**config.mk**
```make
export PLATFORM = sky130hd
export DESIGN_NAME = iis_tx_feeder
export DESIGN_NICKNAME = d
export VERILOG_FILES = /design/src/rtl/iis_tx_feeder.sv
export SDC_FILE = /design/constraint.sdc
export NUM_CORES = 1
export LEC_CHECK = 0
export ABC_AREA = 1
export BUFFER_PORTS_ARGS = -buffer_cell sky130_fd_sc_hd__buf_4
export CELL_PAD_IN_SITES_DETAIL_PLACEMENT = 0
export CELL_PAD_IN_SITES_GLOBAL_PLACEMENT = 1
export CORE_AREA = 2 2 350 352
export DETAILED_ROUTE_END_ITERATION = 12
export DIE_AREA = 0 0 352 354
export PLACE_DENSITY_LB_ADDON = 0.08
export SETUP_SLACK_MARGIN = 0.3
export SLEW_MARGIN = 20
export SYNTH_ARGS = -nofsm -noshare
export SYNTH_HDL_FRONTEND = slang
export SYNTH_SLANG_ARGS = --single-unit
```
**constraint.sdc**
```tcl
create_clock -name mck -period 6.2 [get_ports mck]
set_input_delay 0.31 -clock mck [delete_from_list [all_inputs] [get_ports mck]]
set_output_delay 0.31 -clock mck [all_outputs]
set_load 0.05 [all_outputs]
```
**src/rtl/iis_tx_feeder.sv**
```systemverilog
// ----------------------------------------------------------------------------
// iis_tx_feeder
// Stereo sample FIFO that feeds an IIS transmitter. A producer pushes
// {left, right} pairs through a valid/ready handshake. Each single-cycle
// data_rd request from the transmitter pops the head pair into the data_l /
// data_r output registers, where the new pair is visible in the next cycle.
// A request that finds the FIFO empty is an underrun. It raises a one-cycle
// pulse and bumps a saturating event counter.
//
// Build option:
//   IIS_TX_FEEDER_HOLD_LAST_EN
//     defined   : an underrun repeats the last popped pair
//     undefined : an underrun outputs silence (0/0)
//
// Ports:
//   mck          in   clock, rising edge
//   rst          in   synchronous active-high reset
//   in_left      in   32-bit signed left sample
//   in_right     in   32-bit signed right sample
//   in_valid     in   producer offers a pair
//   in_ready     out  FIFO can accept a pair (registered)
//   data_rd      in   frame request from the transmitter
//   data_l       out  left sample to the transmitter
//   data_r       out  right sample to the transmitter
//   level        out  number of stored pairs, 0..DEPTH
//   underrun     out  one-cycle pulse after a request that found no data
//   underrun_cnt out  saturating underrun event count
// ----------------------------------------------------------------------------
module iis_tx_feeder #(
   parameter int DEPTH = 16
) (
   input  logic                         mck,
   input  logic                         rst,
   input  logic signed [31:0]           in_left,
   input  logic signed [31:0]           in_right,
   input  logic                         in_valid,
   output logic                         in_ready,
   input  logic                         data_rd,
   output logic signed [31:0]           data_l,
   output logic signed [31:0]           data_r,
   output logic [$clog2(DEPTH):0]       level,
   output logic                         underrun,
   output logic [15:0]                  underrun_cnt
);

   localparam int AW = $clog2(DEPTH);
   localparam int LW = AW + 1;

   logic [63:0]          r_mem [DEPTH];
   logic [AW-1:0]        r_wr_ptr;
   logic [AW-1:0]        r_rd_ptr;
   logic [LW-1:0]        r_level;
   logic                 r_in_ready;
   logic signed [31:0]   r_data_l;
   logic signed [31:0]   r_data_r;
   logic                 r_underrun;
   logic [15:0]          r_underrun_cnt;

   logic                 w_empty;
   logic                 w_push;
   logic                 w_pop;
   logic                 w_under;
   logic [LW-1:0]        w_level_nxt;
   logic [63:0]          w_head;
   logic [63:0]          w_data_nxt;

   // The handshake uses only registered readiness, so in_ready never depends on in_valid or data_rd.
   assign w_empty = (r_level == LW'(0));
   assign w_push  = in_valid & r_in_ready;
   assign w_pop   = data_rd & ~w_empty;
   assign w_under = data_rd & w_empty;
   assign w_head  = r_mem[r_rd_ptr];

   // Compute the next fill level. Push and pop in the same cycle cancel.
   always_comb begin
      w_level_nxt = r_level;
      if (w_push && !w_pop) begin
         w_level_nxt = r_level + LW'(1);
      end else if (!w_push && w_pop) begin
         w_level_nxt = r_level - LW'(1);
      end else begin
         w_level_nxt = r_level;
      end
   end

   // Select the next output pair: the popped head, underrun fill, or hold.
   always_comb begin
      w_data_nxt = {r_data_l, r_data_r};
      if (w_pop) begin
         w_data_nxt = w_head;
      end else if (w_under) begin
`ifdef IIS_TX_FEEDER_HOLD_LAST_EN
         w_data_nxt = {r_data_l, r_data_r};
`else
         w_data_nxt = 64'd0;
`endif
      end else begin
         w_data_nxt = {r_data_l, r_data_r};
      end
   end

   // Pair storage. It has no reset because contents are only read below level.
   always_ff @(posedge mck) begin
      if (w_push && !rst) begin
         r_mem[r_wr_ptr] <= {in_left, in_right};
      end
   end

   // Pointers, level, ready flag, output pair, and underrun tracking.
   always_ff @(posedge mck) begin
      if (rst) begin
         r_wr_ptr       <= '0;
         r_rd_ptr       <= '0;
         r_level        <= '0;
         r_in_ready     <= 1'b1;
         r_data_l       <= 32'sd0;
         r_data_r       <= 32'sd0;
         r_underrun     <= 1'b0;
         r_underrun_cnt <= 16'd0;
      end else begin
         // Pointers wrap naturally because DEPTH is a power of two.
         if (w_push) begin
            r_wr_ptr <= r_wr_ptr + AW'(1);
         end
         if (w_pop) begin
            r_rd_ptr <= r_rd_ptr + AW'(1);
         end
         r_level    <= w_level_nxt;
         r_in_ready <= (w_level_nxt != LW'(DEPTH));
         r_data_l   <= w_data_nxt[63:32];
         r_data_r   <= w_data_nxt[31:0];
         r_underrun <= w_under;
         if (w_under && (r_underrun_cnt != 16'hFFFF)) begin
            r_underrun_cnt <= r_underrun_cnt + 16'd1;
         end
      end
   end

   assign in_ready     = r_in_ready;
   assign data_l       = r_data_l;
   assign data_r       = r_data_r;
   assign level        = r_level;
   assign underrun     = r_underrun;
   assign underrun_cnt = r_underrun_cnt;

endmodule

```
Word-level counts from Yosys, hierarchy flattened

Memories as Yosys holds them, arrays and structs flattened. A register that Yosys moved wholly into a read port is not among the register bits.
Cells that the tools add are included.

Add/subtract/negate cells: 5
Equality and inequality tests: 2
Muxes and demuxes: 8
Bitwise operators: 4
Reductions and logical operators: 9

Operators with widths:

| cell                                                               | count |
|---|---|
| 64-bit two-way mux                                                 | 2 |
| 16-bit by 1-bit adder with 16-bit output, second input constant    | 1 |
| 16-bit inequality test, second input constant                      | 1 |
| 5-bit two-way mux                                                  | 2 |
| 4-bit by 1-bit adder with 4-bit output, second input constant      | 2 |
| 4-bit two-way mux                                                  | 2 |
| 5-bit by 1-bit adder with 5-bit output, second input constant      | 1 |
| 5-bit zero test                                                    | 1 |
| 5-bit inequality test, second input constant                       | 1 |
| 5-bit by 1-bit subtractor with 5-bit output, second input constant | 1 |
| 1-bit logical AND                                                  | 4 |
| 1-bit AND                                                          | 3 |
| 1-bit zero test                                                    | 3 |
| 1-bit two-way mux                                                  | 2 |
| 2-bit nonzero test                                                 | 1 |
| 1-bit NOT                                                          | 1 |

Register bits after elaboration: 95
Bits in writable memories: 1024
Output and inout port bits: 87
Logic and storage cells: 37
Memories kept: 1

Memory list:

| name  | depth | width | rd ports | clocked after Yosys merged registers in | write ports | RTL line | RTL |
|---|---|---|---|---|---|---|---|
| r_mem | 16    | 64    | 1        | 1                                       | 1           | 49       | `logic [63:0] r_mem [DEPTH];` |

Depth between registers and ports, before layout

Gate-level depths: netlist (run 1).

Depth after elaboration: 7
Mapped depth: 12

Worst setup path after synthesis (run 1)

Ideal clock, no wire load.

Path type: reg-to-reg
Start point: register r_in_ready, in the netlist in_ready
End point: memory r_mem[11][0], enable pin
Arrival: 3886 ps
Data required time: 5714 ps
Setup slack: 1827 ps
Cell stages (with the launch flop): 5
Path buffers: 0
Clock period less this slack: 4373 ps
Path through: dfxtp_1 nand2_1 clkinv_1 nand2_1 nor2_1

Longest elaborated chain between the ends: 4

RTL lines:

| element                                 | RTL line | RTL |
|---|---|---|
| start: declaration                      | 53       | `logic r_in_ready;` |
| start signal: assignment                | 129      | `r_in_ready <= (w_level_nxt != LW'(DEPTH));` |
| 1-bit AND                               | 69       | `assign w_push = in_valid & r_in_ready;` |
| 1-bit logical AND                       | 104      | `if (w_push && !rst) begin` |
| 1-bit two-way mux                       | 104      |  |
| 1-bit two-way mux (not written as such) | 105      | `r_mem[r_wr_ptr] <= {in_left, in_right};` |
| end: declaration                        | 49       |  |

No other way between the ends.

==> results of run 1 <==
[final cells by class]
type                       instances  area [sq um]
clock buffer                     177          3638
clock inverter                    65         623.1
timing repair buffer             267          2296
tap                             1625          2033
inverter                         802          3055
antenna                            2         5.005
multi-input combinational       2517         10870
sequential                      1123         32750
fill                           11510         65650
[kinds of logic (layout without fill, tap and decap cells)]
kind of cell,count (synthesis),in the layout
buf+inv,1040,1311
xor+xnor,12,12
flops,1123,1123
other cells,0,2
compound gates,93,93
simple gates,2404,2404
fa+ha+maj,8,8
[cell usage in the layout, fill, tap and decap left out, types with 2 or more instances in the layout]
master	count
diode_2	2
nor2_4	16
nor3_1	7
nor2_2	3
clkinv_8	4
clkinv_1	25
nand4_1	8
dlygate4sd3_1	65
a21oi_1	85
xor2_1	11
nor2_1	32
inv_4	2
inv_1	794
clkinv_2	22
clkbuf_1	34
buf_4	191
buf_12	10
inv_6	5
nand3_2	2
o21ai_0	8
clkbuf_16	137
clkbuf_8	6
nand3_1	793
dfxtp_4	4
nand2_2	2
bufinv_16	10
nand2_1	1540
dfxtp_1	95
edfxtp_1	1024
ha_1	8
[routing by layer]
layer	part of all wire [%]	wire (um)	global-route usage (%)
met5	0	0	0
met4	2.1	2844	5.923
met3	4.0	5355	2.722
met2	47	61930	34.30
met1	47	62910	30.24
[what timing repair did]
action                    4_1_cts  5_1_grt
hold endpoints to repair     1026        0
hold buffers                   65        0
setup buffers                   0        0
[metrics by stage]
step	area (sq um)	instances
floorplan	47890	4680
global placement	50320	6268
detailed placement	50330	6268
CTS	55240	6575
global route	55260	6576
finish	55260	6578
[flip-flops by register name, indices dropped and copies added, names as in the netlist, named ones only]
name	cells
underrun_cnt	16
r_rd_ptr	4
r_mem	1024
data_l	32
level	5
in_ready	1
underrun	1
r_wr_ptr	4
data_r	32
[worst paths after layout]
path | start | endpoint | depth (start not counted)
max | register | data_l[17]$_SDFFE_PP0P_ | 8
min | rst | underrun_cnt[0]$_SDFFE_PP0P_ | 2
max reg2reg | register | data_l[17]$_SDFFE_PP0P_ | 8
min reg2reg | data_r[8]$_SDFFE_PP0P_ | data_r[8]$_SDFFE_PP0P_ | 2
[where the power goes]
part           leakage, uW  switching [uW]  total [uW]  internal (uW)
clock network      0.00209            3090        7640           4550
registers           0.0100             161        8580           8420
logic               0.0109            3060        4200           1140
total               0.0230            6320       20400          14100
==> impl_metrics.yaml, run 1 <==
synthesis:
  ys_seq_area_share_pct: 68.35
  synth_cell_type_count: 26
  synth_compound_area_share_pct: 0.9719
  synth-xor-area-share_pct: 0.2195
  synth_top_family_by_area: "simple AND/OR/NAND/NOR gates"
  yosysWarnings: 0
  netlist_instances: 4680
  synth-async-reset-ratio_pct: 0
  netlist_top_cells_count: "nand2_1 (1540), edfxtp_1 (1024), inv_1 (796)"
  yosys_register_bits: 1123
  synth_most_common_cell: "nand2_1"
  syn_nets: 4756
  synth_area_leader_cell: "edfxtp_1"
  yosys.area.top_type_share_pct: 64.21
  synth_edf_count: 1024
  synth_mux_area_share_pct: 0
  ys.flop_type: "edfxtp_1"
  synthesis.area_sq_um: 47890
  ys_top_cells_by_area: "edfxtp_1 (64%), nand2_1 (12%), nand3_1 (8.3%)"
  avgSynthCellArea_sq_um: 10.23
  synth_adder_area_share_pct: 0.2090
  synth-simple-area-share_pct: 21.04
timing:
  min_period_ns: 3.185
  maxClockFrequency_ghz: 0.3140
  hold_viol: 0
  tns_ns: 0
  fin_skew_ns: 0.02317
  slew_viol_final: 0
  setup_viol: 0
  layout_setup_ws_ns: 3.015
  rsz0062_at_grt: "false"
  tightest_slew_ns: 1.076
  worst_slew_margin_rel_pct: 28.28
  hold-worst-slack_ns: 0.08200
  fin_crit_sh_pct: 51.37
floorplan:
  core_sq_um: 120900
  die_h_um: 354
  ioPinCount: 155
  die_w_um: 352
  rows: 128
  start_util_pct: 39.61
  die-area_sq_um: 124600
placement:
  port_buffers: 154
  dp_slack_ns: 2.612
  place.gp.congestion: 0.7357
  hpwl_um: 66460
route:
  ant_nets: 0
  wirelength_um: 133000
  drtPass1Iterations: 5
  vias: 31600
  drt_iter0_markers: 2387
  viasPerCell: 4.804
  wl_per_cell_um: 20.22
  drc_errors: 0
global_routing:
  grt_pass1_wl_um: 199000
  antenna_found_initial: 1
  grt_usage_pct: 21.26
  gr-total-overflow: 0
  grt_max_degree: 247
  grt_pass1_vias: 30460
worst_setup_path:
  crit_slowest_cell: "buf_4"
  critPathLaunchType: "register"
  regToRegSetupSlack_ns: 3.02
  crit_fanout: 153
  path_delay_family: "buffers and inverters"
  slowest_delay_ns: 0.81
  worstPathArrival_ns: 3.84
  crit_buf_inv: 2
  crit_required_ns: 6.85
  cpMostUsedCell: "nand3_1"
  cp-end-kind: "register"
  path_class: "register to register"
  cp_cell_sequence: "buf_12 -> buf_4 -> nand3_1 -> nand3_1 -> nand3_1 -> nand2_1 -> nand2_1 -> a21oi_1"
final_layout:
  syn2layout_area_growth_pct: 15.40
  drive_gt1_share_pct: 8.503
  nets: 4918
  finish.utilization_pct: 45.70
power_and_ir_drop:
  ir_worst_vdd_uv: 400.1
  power_density_nw_per_um2: 369.5
  p_leak_uw: 0.02303
  total_power_uw: 20420
min_path:
  hold_path_class: "primary input to register"
cts:
  cts_resized: 0
  cts_root_buf: "clkbuf_16"
  clk_pin_slew_ns: 0.05
  ctsLongestPathBuffers: 3
  htreeDepth: 4
  clock-sinks: 1123
  worstSkewPairLatency_ns: 0.73
  numCtsBuffers: 131
  cts_tree: "built"
run_status:
  status: "finished, final reports clean"
job:
  cap_violations: 0
Power figures use the tool's default switching activity.
==> inputs of run 2 (changes only) <==
- ABC_AREA: 1 -> 0
- CORE_AREA: 2 2 350 352 -> 2 2 328 330
- DIE_AREA: 0 0 352 354 -> 0 0 330 332
- clock period: 6.2 -> 2.7 ns (I/O delays scaled with it)
==> run 2 against run 1 <==
Compared with the run above:
- the run now ends with DRC left
- maximum frequency up 46%
- first-iteration DRC count down 41%
- sequential power grew 130%
- synthesized cell count fell by 59%
- cell count decreased by 43%
- non-clock buffer count is 39 higher
- critical endpoint is now underrun_cnt[5]$_SDFFE_PP0P_
- largest power group unchanged
==> impl_metrics.yaml, run 2 <==
final_layout:
  fillers: 8871
  final_common_cell: "edfxtp_1"
  largest_register_ffs: 1024
  layout_common_cells: "edfxtp_1 (1024), mux4_2 (256), buf_4 (191), clkbuf_16 (118), dfxtp_1 (93)"
  nets: 2325
  syn2layout_area_growth_pct: 19.68
  finish.utilization_pct: 47.52
  top_register: "r_mem"
  drive_gt1_share_pct: 32.28
placement:
  hpwl_um: 53300
  port_buffers: 154
  dp_slack_ns: 0.3966
  place.gp.congestion: 0.7186
timing:
  hold_viol: 0
  min_period_ns: 2.182
  setup_viol: 0
  worst_slew_margin_rel_pct: 58.91
  tns_ns: 0
  tightest_slew_ns: 0.6164
  layout_setup_ws_ns: 0.5175
  rsz0062_at_grt: "false"
  fin_skew_ns: 0.01554
  fin_crit_sh_pct: 80.83
  maxClockFrequency_ghz: 0.4582
  slew_viol_final: 0
synthesis:
  syn_nets: 1999
  synthesis.area_sq_um: 42210
  synth_edf_count: 1024
  yosysWarnings: 0
  netlist_instances: 1923
  ys.flop_type: "edfxtp_1"
  netlist_top_cells_count: "edfxtp_1 (1024), mux4_2 (256), dfxtp_1 (99)"
  ys_seq_area_share_pct: 77.55
  synth-async-reset-ratio_pct: 0
  synth_most_common_cell: "edfxtp_1"
  ys_top_cells_by_area: "edfxtp_1 (73%), mux4_2 (14%), dfxtp_1 (4.7%)"
  yosys_register_bits: 1123
  synth_area_leader_cell: "edfxtp_1"
  avgSynthCellArea_sq_um: 21.95
  synth_cell_type_count: 48
  yosys.area.top_type_share_pct: 72.86
cts:
  numCtsBuffers: 117
  clock-sinks: 1123
  worstSkewPairLatency_ns: 0.70
  htreeDepth: 3
  cts_tree: "built"
  ctsLongestPathBuffers: 3
  clk_pin_slew_ns: 0.06
  cts_root_buf: "clkbuf_16"
route:
  wl_per_cell_um: 26.75
  vias: 20180
  drtPass1Iterations: 9
  viasPerCell: 5.372
  drc_errors: 3
  drt_iter0_markers: 1400
  ant_nets: 0
  wirelength_um: 100500
floorplan:
  ioPinCount: 155
  die_w_um: 330
  start_util_pct: 39.70
  rows: 120
  die_h_um: 332
  core_sq_um: 106300
  die-area_sq_um: 109600
worst_setup_path:
  path_class: "register to register"
  crit_slowest_cell: "or3b_1"
  slowest_delay_ns: 0.39
  worst_r2r_path_depth: 8
  cp-end-kind: "register"
  crit_fanout: 7
  r2r-end: "underrun_cnt[5]$_SDFFE_PP0P_"
  regToRegSetupSlack_ns: 0.52
  critPathLaunchType: "register"
  path_delay_family: "simple AND/OR/NAND/NOR gates"
  crit_required_ns: 3.27
  r2r_start: "level[1]$_SDFF_PP0_"
  crit_buf_inv: 2
  worstPathArrival_ns: 2.76
  cp_cell_sequence: "inv_1 -> ha_1 -> or3b_1 -> buf_4 -> or3_4 -> nor4b_2 -> xnor2_1 -> nor2_1"
global_routing:
  gr-total-overflow: 0
  grt_pass1_vias: 21640
  grt_pass1_wl_um: 147500
  antenna_found_initial: 6
  grt_usage_pct: 18.57
  grt_max_degree: 65
job:
  cap_violations: 0
power_and_ir_drop:
  ir_worst_vdd_uv: 541.8
  total_power_uw: 40980
  power_density_nw_per_um2: 811.3
  p_leak_uw: 0.01572
min_path:
  hp-start: "in_left[5]"
  min_to: "r_mem[9][37]$_DFFE_PP_"
  worstHoldPathCells: 2
  hold_path_class: "primary input to register"
run_status:
  status: "complete, but fails checks"
  violations: "DRC"
-- run 2: changes by cell type in the layout (fill, tap and decap cells not counted), sizes merged, moves of 65 or more --
cell and delta:
nand2 -1496, inv -791, nand3 -786, mux4 +256, a21oi -80, mux2i +65
-- run 2: final cells by class --
| class | instances | area [sq um] | area share [%] |
|---|---|---|---|
| flip-flops and latches | 1123 | 32750 | 64.83 |
| multi-input cells | 693 | 9161 | 18.14 |
| clock buffers | 166 | 3243 | 6.420 |
| repair buffers | 306 | 3065 | 6.069 |
| well taps | 1403 | 1755 | 3.475 |
| clock inverters | 55 | 501.7 | 0.9933 |
| inverters | 8 | 30.03 | 0.05945 |
| diodes | 3 | 7.507 | 0.01486 |
-- run 2: worst reg2reg max path, cell delays in order, from the launching register on --
cell	delay (ns)
dfxtp_2	0.35
inv_1	0.10
ha_1	0.18
or3b_1	0.39
buf_4	0.19
or3_4	0.39
nor4b_2	0.25
xnor2_1	0.15
nor2_1	0.05
-- run 2: cell families after synthesis --
| kind of cell | count (synthesis) | synth area share, % |
|---|---|---|
| buffers and inverters | 107 | 1.115 |
| adder cells (fa/ha/maj) | 9 | 0.2609 |
| XOR/XNOR | 22 | 0.4565 |
| flip-flops | 1123 | 77.55 |
| AO/OA/AOI/OAI | 136 | 2.084 |
| multiplexers | 385 | 16.91 |
| AND/OR/NAND/NOR | 141 | 1.622 |
-- run 2: report_power, final --
group | switching (uW) | internal (uW)
clock network | 6610 | 9020
registers | 399 | 19300
logic | 3060 | 2540
-- run 2: routing by layer --
metal / global-route usage, % / vias up / wire (um)
met2: 30.75 / 387 / 50070
met5: 0 / - / 36
li1: - / 8699 / -
met3: 2.986 / 158 / 3617
met1: 25.78 / 10930 / 44530
met4: 4.496 / 6 / 2253
-- run 2: timing repair --
action,in CTS,in global routing
hold buffers,67,0
setup buffers,0,2
endpoints found under the hold margin,1059,0
setup endpoints to repair,0,35
gates resized for setup,0,1
-- run 2: per-stage QoR --
stage	hold slack (ns)	area (sq um)	cells
after floorplan	0.2339	42360	1923
after global placement	0.4253	46070	3464
after detailed placement	0.4404	46070	3464
after CTS	0.2198	50490	3752
after global routing	0.2563	50510	3757
final	0.2781	50510	3757
-- run 2: worst max-delay path by stage --
stage / startpoint / endpoint / cells past startpoint
2_1_floorplan: in_ready$_SDFF_PP1_ / r_mem[0][0]$_DFFE_PP_ / 4
3_3_place_gp: rst / r_mem[9][59]$_DFFE_PP_ / 5
3_5_place_dp: level[1]$_SDFF_PP0_ / data_l[20]$_SDFFE_PP0P_ / 7
4_1_cts: level[1]$_SDFF_PP0_ / data_l[20]$_SDFFE_PP0P_ / 7
5_1_grt: register / data_r[3]$_SDFFE_PP0P_ / 6
6_report: level[1]$_SDFF_PP0_ / underrun_cnt[5]$_SDFFE_PP0P_ / 8
==> inputs of run 3 (changes only) <==
- clock period: 2.7 -> 1.8 ns (I/O delays scaled with it)
==> run 3 against run 2 <==
Compared with the run above:
- the run ends with DRC, setup timing left
- routed wire length is 23% higher
- maximum frequency up 5.3%
- combinational power is 130% higher
- sequential share of layout area decreased by 8.8 points
- clock-buffer cell count decreased by 10
- design area grew 16%
- clock power up 53%
- worst setup slack lost 0.79 ns
- critical endpoint is now data_l[15]$_SDFFE_PP0P_
- critical path type unchanged
- non-clock buffer count increased by 398
==> impl_metrics.yaml, run 3 (synthesis results as in run 2) <==
run_status:
  status: "complete, but fails checks"
  violations: "DRC, setup timing"
route:
  drt_iter0_markers: 1662
  top_layer_used: "met5"
  drtPass1Iterations: 9
  met3_wirelength_um: 5084
  viasPerCell: 5.367
  vias: 22270
  wl_met2_um: 64170
  wl_per_cell_um: 29.69
  drc_errors: 12
  wirelength_um: 123200
  ant_nets: 0
  drt-met1-wl_um: 51170
worst_setup_path:
  slowest_delay_ns: 0.42
  crit_slowest_cell: "or3b_4"
  path_class: "register to register"
  worst_r2r_path_depth: 9
  crit_buf_inv: 4
  cp_cell_sequence: "inv_2 -> ha_4 -> or3b_4 -> buf_6 -> o21ai_4 -> or3_4 -> buf_12 -> buf_12 -> o211ai_1"
  critPathLaunchType: "register"
  cp-end-kind: "register"
  path_delay_family: "simple AND/OR/NAND/NOR gates"
  worstPathArrival_ns: 2.64
  critPathLaunch: "level[0]$_SDFF_PP0_"
  crit_fanout: 8
  crit_required_ns: 2.37
  worst-path-stages: 9
  cpMostUsedCell: "buf_12"
  r2r_start: "level[0]$_SDFF_PP0_"
final_layout:
  syn2layout_area_growth_pct: 38.56
  drive_gt1_share_pct: 47.21
  largest_register_ffs: 1024
  nets: 2721
  finish.utilization_pct: 55.01
  layout_common_cells: "edfxtp_1 (1024), buf_4 (285), mux4_2 (256), clkbuf_16 (160), buf_12 (140)"
  final_common_cell: "edfxtp_1"
  top_register: "r_mem"
  fillers: 8114
timing:
  hold_viol: 0
  layout_setup_ws_ns: -0.2736
  fin_crit_sh_pct: 115.2
  rsz0062_at_grt: "true"
  min_period_ns: 2.074
  tightest_slew_ns: 0.5705
  maxClockFrequency_ghz: 0.4823
  slew_viol_final: 0
  worst_slew_margin_rel_pct: 61.87
  setup_viol: 87
  fin_skew_ns: 0.02163
  hold-worst-slack_ns: 0.2071
placement:
  place.gp.congestion: 0.7366
  port_buffers: 154
  hpwl_um: 61800
global_routing:
  gr-total-overflow: 0
  grt_pass1_wl_um: 163100
  grt_max_degree: 31
  antenna_found_initial: 4
  grt_pass1_vias: 22850
  grt_usage_pct: 20.90
cts:
  worstSkewPairLatency_ns: 0.70
  cts_tree: "built"
  clock-sinks: 1123
  numCtsBuffers: 115
  ctsLongestPathBuffers: 3
  clk_pin_slew_ns: 0.06
  cts_root_buf: "clkbuf_16"
  htreeDepth: 3
job:
  cap_violations: 0
floorplan:
  rows: 120
  core_sq_um: 106300
  start_util_pct: 39.70
  ioPinCount: 155
  die_h_um: 332
  die-area_sq_um: 109600
  die_w_um: 330
min_path:
  worstHoldPathCells: 3
  hp-start: "rst"
  hold_path_class: "primary input to register"
power_and_ir_drop:
  power_density_nw_per_um2: 1128
  ir_worst_vdd_uv: 806.7
  p_leak_uw: 0.01925
-- run 3: timing repair --
| action | CTS | global route |
|---|---|---|
| gates cloned | 53 | 49 |
| setup buffers | 123 | 65 |
| hold buffers | 67 | 0 |
| gates resized for setup | 285 | 199 |
| pin swaps | 62 | 86 |
| hold endpoints to repair | 1059 | 0 |
| endpoints found under the setup margin | 1124 | 1136 |
-- run 3: final timing paths --
path	to	slack [ns]
min	register	0.21
min reg2reg	data_r[10]$_SDFFE_PP0P_	0.51
max reg2reg	data_l[15]$_SDFFE_PP0P_	-0.27
max	data_l[15]$_SDFFE_PP0P_	-0.27
-- run 3: power breakdown --
group	internal (uW)	leakage (uW)	switching, uW
Clock	13800	0.00185	9950
Combinational	6650	0.00737	6050
Sequential	29000	0.0100	500
Total	49500	0.0193	16500
-- run 3: layer usage --
| metal | vias to the layer above | global-route usage [%] |
|---|---|---|
| li1 | 9564 | - |
| met1 | 12010 | 27.68 |
| met2 | 541 | 36.25 |
| met3 | 152 | 3.177 |
| met4 | 4 | 4.948 |
| met5 | - | 0 |
-- run 3: layout make-up --
cell class	instances	area, sq um	share of cell area, %
clock inverters	59	588.1	1.006
inverters	8	35.03	0.05991
flip-flops and latches	1123	32760	56.02
repair buffers	704	10120	17.30
multi-input cells	693	10030	17.14
clock buffers	156	3186	5.447
diodes	3	7.507	0.01284
well taps	1403	1755	3.002
-- run 3: worst reg2reg max path, stage by stage, from the launching register on --
cell and delay (ns):
dfxtp_2 0.33, inv_2 0.08, ha_4 0.16, or3b_4 0.42, buf_6 0.14, o21ai_4 0.13, or3_4 0.26, buf_12 0.19
buf_12 0.15, o211ai_1 0.10
-- run 3: through the flow --
step,total power [uW],worst slack (ns),std cells,area (sq um),TNS (ns)
after detailed placement,39470,-0.3327,3574,47720,-20.11
final,65970,-0.2736,4149,58480,-14.18
after floorplan,35720,-0.4601,1923,42400,-490.78
after global routing,68130,-0.3465,4147,58470,-20.06
after global placement,39380,-0.3407,3574,47720,-19.11
after CTS,65060,-0.2283,4032,55890,-12.03
